$ cat config.mk
export PLATFORM = sky130hd
export DESIGN_NAME = mac_tx_arbiter
export DESIGN_NICKNAME = d
export VERILOG_FILES = /design/src/rtl/sdr_mac_pkg.sv /design/src/rtl/mac_tx_arbiter_rr_pick.sv /design/src/rtl/mac_tx_arbiter.sv
export SDC_FILE = /design/constraint.sdc
export NUM_CORES = 1
export LEC_CHECK = 0
export BUFFER_PORTS_ARGS = -buffer_cell sky130_fd_sc_hd__buf_2
export CORE_UTILIZATION = 47
export CTS_CLUSTER_DIAMETER = 150
export CTS_CLUSTER_SIZE = 30
export DETAILED_ROUTE_END_ITERATION = 8
export GPL_ROUTABILITY_DRIVEN = 1
export PLACE_DENSITY = 0.83
export SLEW_MARGIN = 20
export SYNTH_ARGS = -nofsm -noshare
export SYNTH_HDL_FRONTEND = slang
export SYNTH_SLANG_ARGS = --single-unit
export TNS_END_PERCENT = 5
$ cat constraint.sdc
create_clock -name tx_clk -period 2.1 [get_ports tx_clk]
set_input_delay 0 -clock tx_clk [delete_from_list [all_inputs] [get_ports tx_clk]]
set_output_delay 0 -clock tx_clk [all_outputs]
set_load 0.05 [all_outputs]
$ cat src/rtl/sdr_mac_pkg.sv
// Shared types and constants for the SDR MAC transmit path.
package sdr_mac_pkg;

    typedef enum logic [1:0] {
        IDLE  = 2'b00,
        PASS  = 2'b01,
        DRAIN = 2'b10
    } tx_state_e;

    localparam int unsigned MAX_NUM_SRC     = 4;
    localparam int unsigned STD_MAX_PKT_LEN = 1518;

    // Saturating add of a small increment onto a 16-bit statistics counter.
    function automatic logic [15:0] sat_inc16(input logic [15:0] cnt, input logic [2:0] inc);
        logic [16:0] sum;
        sum = {1'b0, cnt} + {14'd0, inc};
        return sum[16] ? 16'hFFFF : sum[15:0];
    endfunction

endpackage

$ cat src/rtl/mac_tx_arbiter_rr_pick.sv
// Combinational round-robin selector: first requester strictly after ptr_i, wrapping.
module rr_pick
    import sdr_mac_pkg::*;
#(
    parameter int unsigned NUM_SRC = 2
) (
    input  logic [NUM_SRC-1:0] req_i,
    input  logic [1:0]         ptr_i,
    output logic [1:0]         gnt_o,
    output logic               any_o
);

    always_comb begin
        int unsigned idx;
        gnt_o = '0;
        any_o = 1'b0;
        for (int unsigned k = 1; k <= NUM_SRC; k++) begin
            idx = (32'(ptr_i) + k) % NUM_SRC;
            if (!any_o && req_i[idx]) begin
                any_o = 1'b1;
                gnt_o = idx[1:0];
            end
        end
    end

endmodule

$ cat src/rtl/mac_tx_arbiter.sv
// Packet-granular round-robin arbiter sharing the MAC transmit byte stream between sources.
// Granted packets pass through combinationally; oversize packets are truncated and drained.
module mac_tx_arbiter
    import sdr_mac_pkg::*;
#(
    parameter int unsigned NUM_SRC     = 2,
    parameter int unsigned MAX_PKT_LEN = STD_MAX_PKT_LEN
) (
    input  logic                   tx_clk,
    input  logic                   rst,
    input  logic [8*NUM_SRC-1:0]   src_data,
    input  logic [NUM_SRC-1:0]     src_sop,
    input  logic [NUM_SRC-1:0]     src_eop,
    input  logic [NUM_SRC-1:0]     src_valid,
    output logic [NUM_SRC-1:0]     src_rdy,
    output logic [7:0]             mac_data,
    output logic                   mac_sop,
    output logic                   mac_eop,
    output logic                   mac_err,
    output logic                   mac_wren,
    input  logic                   mac_rdy,
    output logic [1:0]             grant_id,
    output logic                   busy,
    output logic [15:0]            trunc_count,
    output logic [15:0]            flush_count
);

    localparam int unsigned CNT_W = $clog2(MAX_PKT_LEN);
    localparam logic [CNT_W-1:0] LAST_BEAT = CNT_W'(MAX_PKT_LEN - 1);

    tx_state_e          state_q, state_d;
    logic [1:0]         rr_ptr_q, rr_ptr_d;
    logic [1:0]         grant_q, grant_d;
    logic [CNT_W-1:0]   beat_q, beat_d;
    logic [15:0]        trunc_q, trunc_d;
    logic [15:0]        flush_q, flush_d;

    logic [NUM_SRC-1:0] gnt_oh;
    logic [7:0]         sel_data;
    logic               sel_valid, sel_sop, sel_eop;
    logic [1:0]         pick_gnt;
    logic               pick_any;
    logic [NUM_SRC-1:0] flush_mask;
    logic [2:0]         flush_n;
    logic               xfer, at_limit;

    rr_pick #(
        .NUM_SRC (NUM_SRC)
    ) u_pick (
        .req_i (src_valid & src_sop),
        .ptr_i (rr_ptr_q),
        .gnt_o (pick_gnt),
        .any_o (pick_any)
    );

    always_comb begin
        gnt_oh    = '0;
        sel_data  = '0;
        sel_valid = 1'b0;
        sel_sop   = 1'b0;
        sel_eop   = 1'b0;
        for (int unsigned i = 0; i < NUM_SRC; i++) begin
            if (grant_q == 2'(i)) begin
                gnt_oh[i] = 1'b1;
                sel_data  = src_data[8*i +: 8];
                sel_valid = src_valid[i];
                sel_sop   = src_sop[i];
                sel_eop   = src_eop[i];
            end
        end
    end

    always_comb begin
        state_d  = state_q;
        rr_ptr_d = rr_ptr_q;
        grant_d  = grant_q;
        beat_d   = beat_q;
        trunc_d  = trunc_q;
        flush_d  = flush_q;
        src_rdy  = '0;
        mac_data = '0;
        mac_sop  = 1'b0;
        mac_eop  = 1'b0;
        mac_err  = 1'b0;
        mac_wren = 1'b0;
        xfer     = 1'b0;
        at_limit = 1'b0;
        flush_mask = src_valid & ~src_sop;
        flush_n  = '0;

        unique case (state_q)
            IDLE: begin
                // Requesters carry sop, so the flush set never includes the grantee.
                src_rdy = flush_mask;
                for (int unsigned i = 0; i < NUM_SRC; i++) begin
                    flush_n = flush_n + 3'(flush_mask[i]);
                end
                flush_d = sat_inc16(flush_q, flush_n);
                if (pick_any) begin
                    grant_d  = pick_gnt;
                    rr_ptr_d = pick_gnt;
                    beat_d   = '0;
                    state_d  = PASS;
                end
            end
            PASS: begin
                xfer     = sel_valid & mac_rdy;
                at_limit = (beat_q == LAST_BEAT) & ~sel_eop;
                src_rdy  = gnt_oh & {NUM_SRC{mac_rdy}};
                mac_data = sel_data;
                mac_sop  = sel_sop;
                mac_eop  = sel_eop | (xfer & at_limit);
                mac_err  = xfer & at_limit;
                mac_wren = xfer;
                if (xfer) begin
                    beat_d = beat_q + 1'b1;
                    if (sel_eop) begin
                        state_d = IDLE;
                    end else if (at_limit) begin
                        trunc_d = sat_inc16(trunc_q, 3'd1);
                        state_d = DRAIN;
                    end
                end
            end
            DRAIN: begin
                src_rdy = gnt_oh;
                if (sel_valid && sel_eop) begin
                    state_d = IDLE;
                end
            end
            default: state_d = IDLE;
        endcase

        if (rst) begin
            src_rdy  = '0;
            mac_data = '0;
            mac_sop  = 1'b0;
            mac_eop  = 1'b0;
            mac_err  = 1'b0;
            mac_wren = 1'b0;
        end
    end

    always_ff @(posedge tx_clk) begin
        if (rst) begin
            state_q  <= IDLE;
            rr_ptr_q <= 2'(NUM_SRC - 1);
            grant_q  <= '0;
            beat_q   <= '0;
            trunc_q  <= '0;
            flush_q  <= '0;
        end else begin
            state_q  <= state_d;
            rr_ptr_q <= rr_ptr_d;
            grant_q  <= grant_d;
            beat_q   <= beat_d;
            trunc_q  <= trunc_d;
            flush_q  <= flush_d;
        end
    end

    assign grant_id    = grant_q;
    assign busy        = (state_q != IDLE);
    assign trunc_count = trunc_q;
    assign flush_count = flush_q;

endmodule

==> flow_summary.toml, run 1 <==
[outcome]
status = "complete, no violations"

[yosys]
seq_area_frac_synth_pct = 36.7
synthDistinctLibCells = 50
syn_area_mm2 = 0.00257
syn_nets = 335
syn_avg_cell_area_um2 = 8.41
synth_edf_count = 0
ys.flop_type = "dfxtp_1"
synthCells = 305
synth.top_cell.area_share_pct = 36.7
synthTopCellsByArea = "dfxtp_1, a21oi_1, mux2i_1, nor2_1, xor2_1"
synth_top_area_cell = "dfxtp_1"
synth.most_common_cell = "dfxtp_1"
synthTopCellsByCount = "dfxtp_1, nor2_1, a21oi_1, nand2_1, nand3_1"
yosys_warnings = 0
synth_seq_cells = 47
async_flop_share_pct = 0

[sta]
max_freq_mhz = 493
rsz0062_at_grt = "yes"
hold_viol = 0
fin_crit_ns = 2.03
setup_tns_ns = 0
drv_slew = 0
finalSetupViolCount = 0
finClkSkew_ns = 0.00827
fin_crit_sh_pct = 96.7

[cells_and_area]
register_area_um2 = 946
final_util_pct = 62.9
nNetsFinal = 422
antenna_cells = 0
drive_above_1_share_pct = 28.5
n_fill_cell = 433
areaGrowthSynthToFinish_pct = 26.8
multi_input_area_mm2 = 0.00157

[floorplan]
start_util_pct = 49.6
rows = 26
core_mm2 = 0.00517
fp.dieH_um = 75.9
die_w_um = 75.9
ios = 74
die-area_mm2 = 0.00576

[clocking]
root_buffer = "clkbuf_8"
numCtsBuffers = 5
cts_tree = "done"
cts_buffer_depth = 2
insertion_delay_ns = 0.31
cts.sinks = 47
path_clk_slew_ns = 0.10
cts_max_level = 2

[flow_run]
max-cap-violations = 0

[place]
dp_hpwl_mm = 4.56
place.gp.congestion = 0.863
portBuffers = 72

[hold_path]
holdPathStages = 3
min_to = "rr_ptr_q[0]$_SDFFE_PP1P_"
worstHoldPathType = "primary input to register"
min_from = "src_sop[1]"

[worst_setup_path]
path_cells = "or3b_4, a2111oi_4, nand4_2, or4b_1, and3b_1"
cp-end-kind = "register"
slowest_delay_ns = 0.47
critPathArrivalTime_ns = 2.24
cp_top_family = "simple AND/OR/NAND/NOR gates"
reg2regPathDepth = 5
path_max_fanout = 3
worstSetupPathType = "register to register"
reg2reg_to = "trunc_count[15]$_SDFFE_PP0P_"
startpoint_type = "register"
rr_startpoint = "grant_id[0]$_SDFFE_PP0P_"
cp.required_ns = 2.31
crit_slowest_cell = "or4b_1"
crit_buf_inv = 0
r2r_slack_ns = 0.07

[grt]
grt_use_met2_pct = 35.7
grt_max_degree = 25
grt_most_used_layer = "met2"
grt_usage_pct = 21.9
use_met3_pct = 4.10
grt_util_met1_pct = 29.0
antenna_found_initial = 0
grt_pass1_vias = 2155
gr-total-overflow = 0
grt_pass1_wl_mm = 9.62

[routing]
wl_per_cell_um = 13.2
remaining_drc_errors = 0
routed_wl_mm = 6.11
antenna_left = 0
viasPerCell = 5.38
vias = 2489
dr.first_iter.drc_count = 158
drtPass1Iterations = 4

[power_and_ir_drop]
vdd_ir_drop_max_mv = 0.334
p_per_area_mw_per_mm2 = 531
p_leak_nw = 1.37
## stage by stage
step	setup WS, ns	power (W)	cell area [µm²]	hold WS (ns)	cells
after detailed placement	0.0604	0.00118	3140	0.368	454
after global routing	-0.00737	0.00180	3250	0.0691	463
final	0.0703	0.00173	3250	0.0512	463
after CTS	0.0382	0.00174	3240	0.0432	463
after global placement	0.114	0.00118	3140	0.347	454
after floorplan	-0.177	0.00111	2590	0.163	305
## routing by layer
| metal | routed length [µm] | up-vias |
|---|---|---|
| li1 | - | 1263 |
| met1 | 2870 | 1161 |
| met2 | 2950 | 56 |
| met3 | 214 | 9 |
| met4 | 79 | 0 |
| met5 | 0 | - |
## cells in the final DEF (no fill, tap or decap), types with 3 or more instances in the layout
cell type / count
nor2_1: 35
and2_1: 4
xnor2_1: 13
nand2_1: 18
buf_2: 70
nand3b_1: 3
dfxtp_1: 45
nand2b_1: 5
ha_1: 4
a21oi_1: 31
mux2i_1: 15
nor2b_1: 7
and3_1: 4
buf_4: 21
inv_1: 5
nor4_1: 6
nor3_1: 10
nand3_1: 18
xor2_1: 15
nand4_1: 13
clkbuf_8: 5
## tightest hold or removal path, delay by kind of cell
family                 cells  cell delay (ns)
and+or+nand+nor            2             0.18
buffers and inverters      1             0.12
## registers in the layout, indices dropped and copies added (netlist names)
register     flops
beat_q          11
grant_id         1
flush_count     16
trunc_count     16
state_q          2
rr_ptr_q         1
## worst max path at each step
stage	slack (ns)	end	from	cells after the start
after global placement	0.11	trunc_count[15]$_SDFFE_PP0P_	grant_id[0]$_SDFFE_PP0P_	5
after floorplan	-0.18	mac_err	grant_id[0]$_SDFFE_PP0P_	4
after detailed placement	0.06	trunc_count[15]$_SDFFE_PP0P_	beat_q[1]$_SDFFE_PP0P_	7
after global routing	-0.007	mac_eop	grant_id[0]$_SDFFE_PP0P_	6
final	0.07	trunc_count[15]$_SDFFE_PP0P_	grant_id[0]$_SDFFE_PP0P_	5
after CTS	0.04	mac_eop	grant_id[0]$_SDFFE_PP0P_	6
## report_power, final
group          switching, W  internal (W)  total [W]
Clock              0.000323      0.000239   0.000562
Sequential        0.0000105      0.000901   0.000912
Combinational      0.000170     0.0000840   0.000254
Total              0.000504       0.00122    0.00173
## kinds of logic (layout without fill, tap and decap cells)
group	Yosys count	in the layout	synth area share, %
buf+inv	19	107	3.02
compound gates	51	51	13.0
mux	16	16	6.29
fa+ha+maj	5	5	2.73
simple gates	138	138	28.6
xor+xnor	28	28	9.56
other cells	1	1	0.146
flops	47	47	36.7
## repair_timing
action / in CTS / in global routing
endpoints found under the setup margin: 1 / 3
endpoints found under the hold margin: 0 / 0
hold buffers: 0 / 0
resized for setup: 3 / 3
pin swaps: 1 / 5
setup buffers: 1 / 0
## layout make-up
type                            instances  share of cell area (%)
Multi-Input combinational cell        239                    48.3
Sequential cell                        47                    29.1
Timing Repair Buffer                   94                    16.5
Tap cell                               70                    2.69
Clock buffer                            5                    2.11
Clock inverter                          3                   0.692
Inverter                                5                   0.577
Power figures use the tool's default switching activity.
==> run 2, diff against run 1 <==
--- a/config.mk
+++ b/config.mk
@@ -6,7 +6,9 @@
 export NUM_CORES = 1
 export LEC_CHECK = 0
 export BUFFER_PORTS_ARGS = -buffer_cell sky130_fd_sc_hd__buf_2
-export CORE_UTILIZATION = 47
+export CELL_PAD_IN_SITES_DETAIL_PLACEMENT = 1
+export CELL_PAD_IN_SITES_GLOBAL_PLACEMENT = 1
+export CORE_UTILIZATION = 34
 export CTS_CLUSTER_DIAMETER = 150
 export CTS_CLUSTER_SIZE = 30
 export DETAILED_ROUTE_END_ITERATION = 8
==> run 2 against run 1 <==
Total power grew 2.2%; fmax fell by 3.2%; clock skew is essentially flat; sequential share of layout area decreased by 0.85 points; die area grew 37%; first-iteration DRC count shrank 29%; clock power grew 5.3%; flip-flop and latch count is the same; register-to-register slack got worse by 0.07 ns; utilization fell by 17 points; critical endpoint unchanged; largest power group unchanged.
==> flow_summary.toml, run 2 (synthesized netlist as in run 1, its figures left out) <==
[worst_setup_path]
cp_top_family = "simple AND/OR/NAND/NOR gates"
rr_startpoint = "grant_id[0]$_SDFFE_PP0P_"
path_max_fanout = 2
crit_slowest_cell = "or4b_1"
slowest_delay_ns = 0.49
worstSetupPathType = "register to register"
startpoint_type = "register"
startpoint = "grant_id[0]$_SDFFE_PP0P_"
path_cells = "or3b_4, a2111oi_4, nand4_2, or4b_1, and3b_1"
cp-end-kind = "register"
cp.required_ns = 2.31
crit_buf_inv = 0
critPathArrivalTime_ns = 2.31

[grt]
grt_usage_pct = 19.8
grt_max_degree = 25
grt_pass1_wl_mm = 12.2
gr-total-overflow = 0
antenna_found_initial = 0
grt_pass1_vias = 2489

[cells_and_area]
areaGrowthSynthToFinish_pct = 30.6
mostFrequentLayoutCells = "buf_2, dfxtp_1, nor2_1, a21oi_1, buf_4"
final_util_pct = 46.0
nNetsFinal = 426
stdcell_count = 496
antenna_cells = 0
drive_above_1_share_pct = 29.7
final_common_cell = "buf_2"
design_area_mm2 = 0.00335

[sta]
drv_slew = 0
finClkSkew_ns = 0.00829
hold_viol = 0
setup_tns_ns = 0
finalSetupViolCount = 0
max_freq_mhz = 477
fin_crit_ns = 2.10
fin_crit_sh_pct = 99.8
rsz0062_at_grt = "yes"

[floorplan]
ios = 74
die_w_um = 88.9
die-area_mm2 = 0.00790
fp.dieH_um = 88.9
core_mm2 = 0.00729
rows = 31
start_util_pct = 35.2

[power_and_ir_drop]
p_per_area_mw_per_mm2 = 527
internal_power_w = 0.00123
pwr-share-clk_pct = 33.5
vdd_ir_drop_max_mv = 0.298
swShare_pct = 30.6
pwr-share-seq_pct = 51.7
p_sw_w = 0.000540
combPwrFrac_pct = 14.8
p_total_w = 0.00177
p_leak_nw = 1.39

[clocking]
root_buffer = "clkbuf_8"
postCtsHoldBufs = 0
cts_tree = "done"
path_clk_slew_ns = 0.10
cts_buffer_depth = 2
cts_max_level = 2
numCtsBuffers = 5
insertion_delay_ns = 0.31
cts.sinks = 47

[hold_path]
min_from = "src_sop[1]"
worstHoldPathType = "primary input to register"

[place]
dp_hpwl_mm = 5.64
dpl.cell_count = 484
place_area_mm2 = 0.00319
portBuffers = 72
place.gp.congestion = 0.793

[routing]
wl_per_cell_um = 15.5
viasPerCell = 5.26
remaining_drc_errors = 0
routed_wl_mm = 7.69
dr.first_iter.drc_count = 112
drtPass1Iterations = 4
vias = 2607
antenna_left = 0

[outcome]
status = "complete, no violations"

[flow_run]
max-cap-violations = 0
run 2: worst paths after layout:
kind | slack [ns] | end | depth (start not counted)
max | 0.003 | trunc_count[15]$_SDFFE_PP0P_ | 5
min | 0.02 | rr_ptr_q[0]$_SDFFE_PP1P_ | 3
max reg2reg | 0.003 | trunc_count[15]$_SDFFE_PP0P_ | 5
min reg2reg | 0.49 | rr_ptr_q[0]$_SDFFE_PP1P_ | 2
run 2: metal layers:
layer  track usage, %  vias to the layer above  part of all wire (%)
li1                 -                     1264                     -
met1             25.6                     1276                    45
met2             34.5                       57                    50
met3             3.45                       10                   3.2
met4             4.40                        0                   1.0
met5                0                        -                     0
run 2: cell type report:
cell class                      count  area (µm²)
Fill cell                         923        3940
Multi-Input combinational cell    239        1590
Sequential cell                    47         946
Timing Repair Buffer               98         581
Tap cell                           99         124
Clock buffer                        5        68.8
Clock inverter                      3        23.8
Inverter                            5        18.8
run 2: repair_timing:
item / CTS / global route
pin swaps: 1 / 8
endpoints found under the setup margin: 2 / 4
hold endpoints to repair: 0 / 0
resized for setup: 4 / 5
setup buffers: 2 / 3
run 2: power groups by stage:
stage	Combinational [W]	Clock [W]	Sequential, W
2_1_floorplan	0.000158	0	0.000954
3_3_place_gp	0.000250	0	0.000933
3_5_place_dp	0.000258	0	0.000934
4_1_cts	0.000260	0.000604	0.000913
5_1_grt	0.000283	0.000639	0.000915
6_report	0.000262	0.000592	0.000913
run 2: per-stage QoR:
| stage | setup WS [ns] | hold WS, ns |
|---|---|---|
| 6_report | 0.00344 | 0.0209 |
| 5_1_grt | -0.0685 | 0.0399 |
| 4_1_cts | 0.0168 | 0.0180 |
| 3_5_place_dp | -0.00331 | 0.357 |
| 3_3_place_gp | 0.116 | 0.349 |
| 2_1_floorplan | -0.177 | 0.163 |
run 2: worst register-to-register path, delay by kind of cell, from the launching register on:
family / cells / cell delay (ns)
flip-flops: 1 / 0.36
AO/OA/AOI/OAI: 1 / 0.43
AND/OR/NAND/NOR: 4 / 1.22
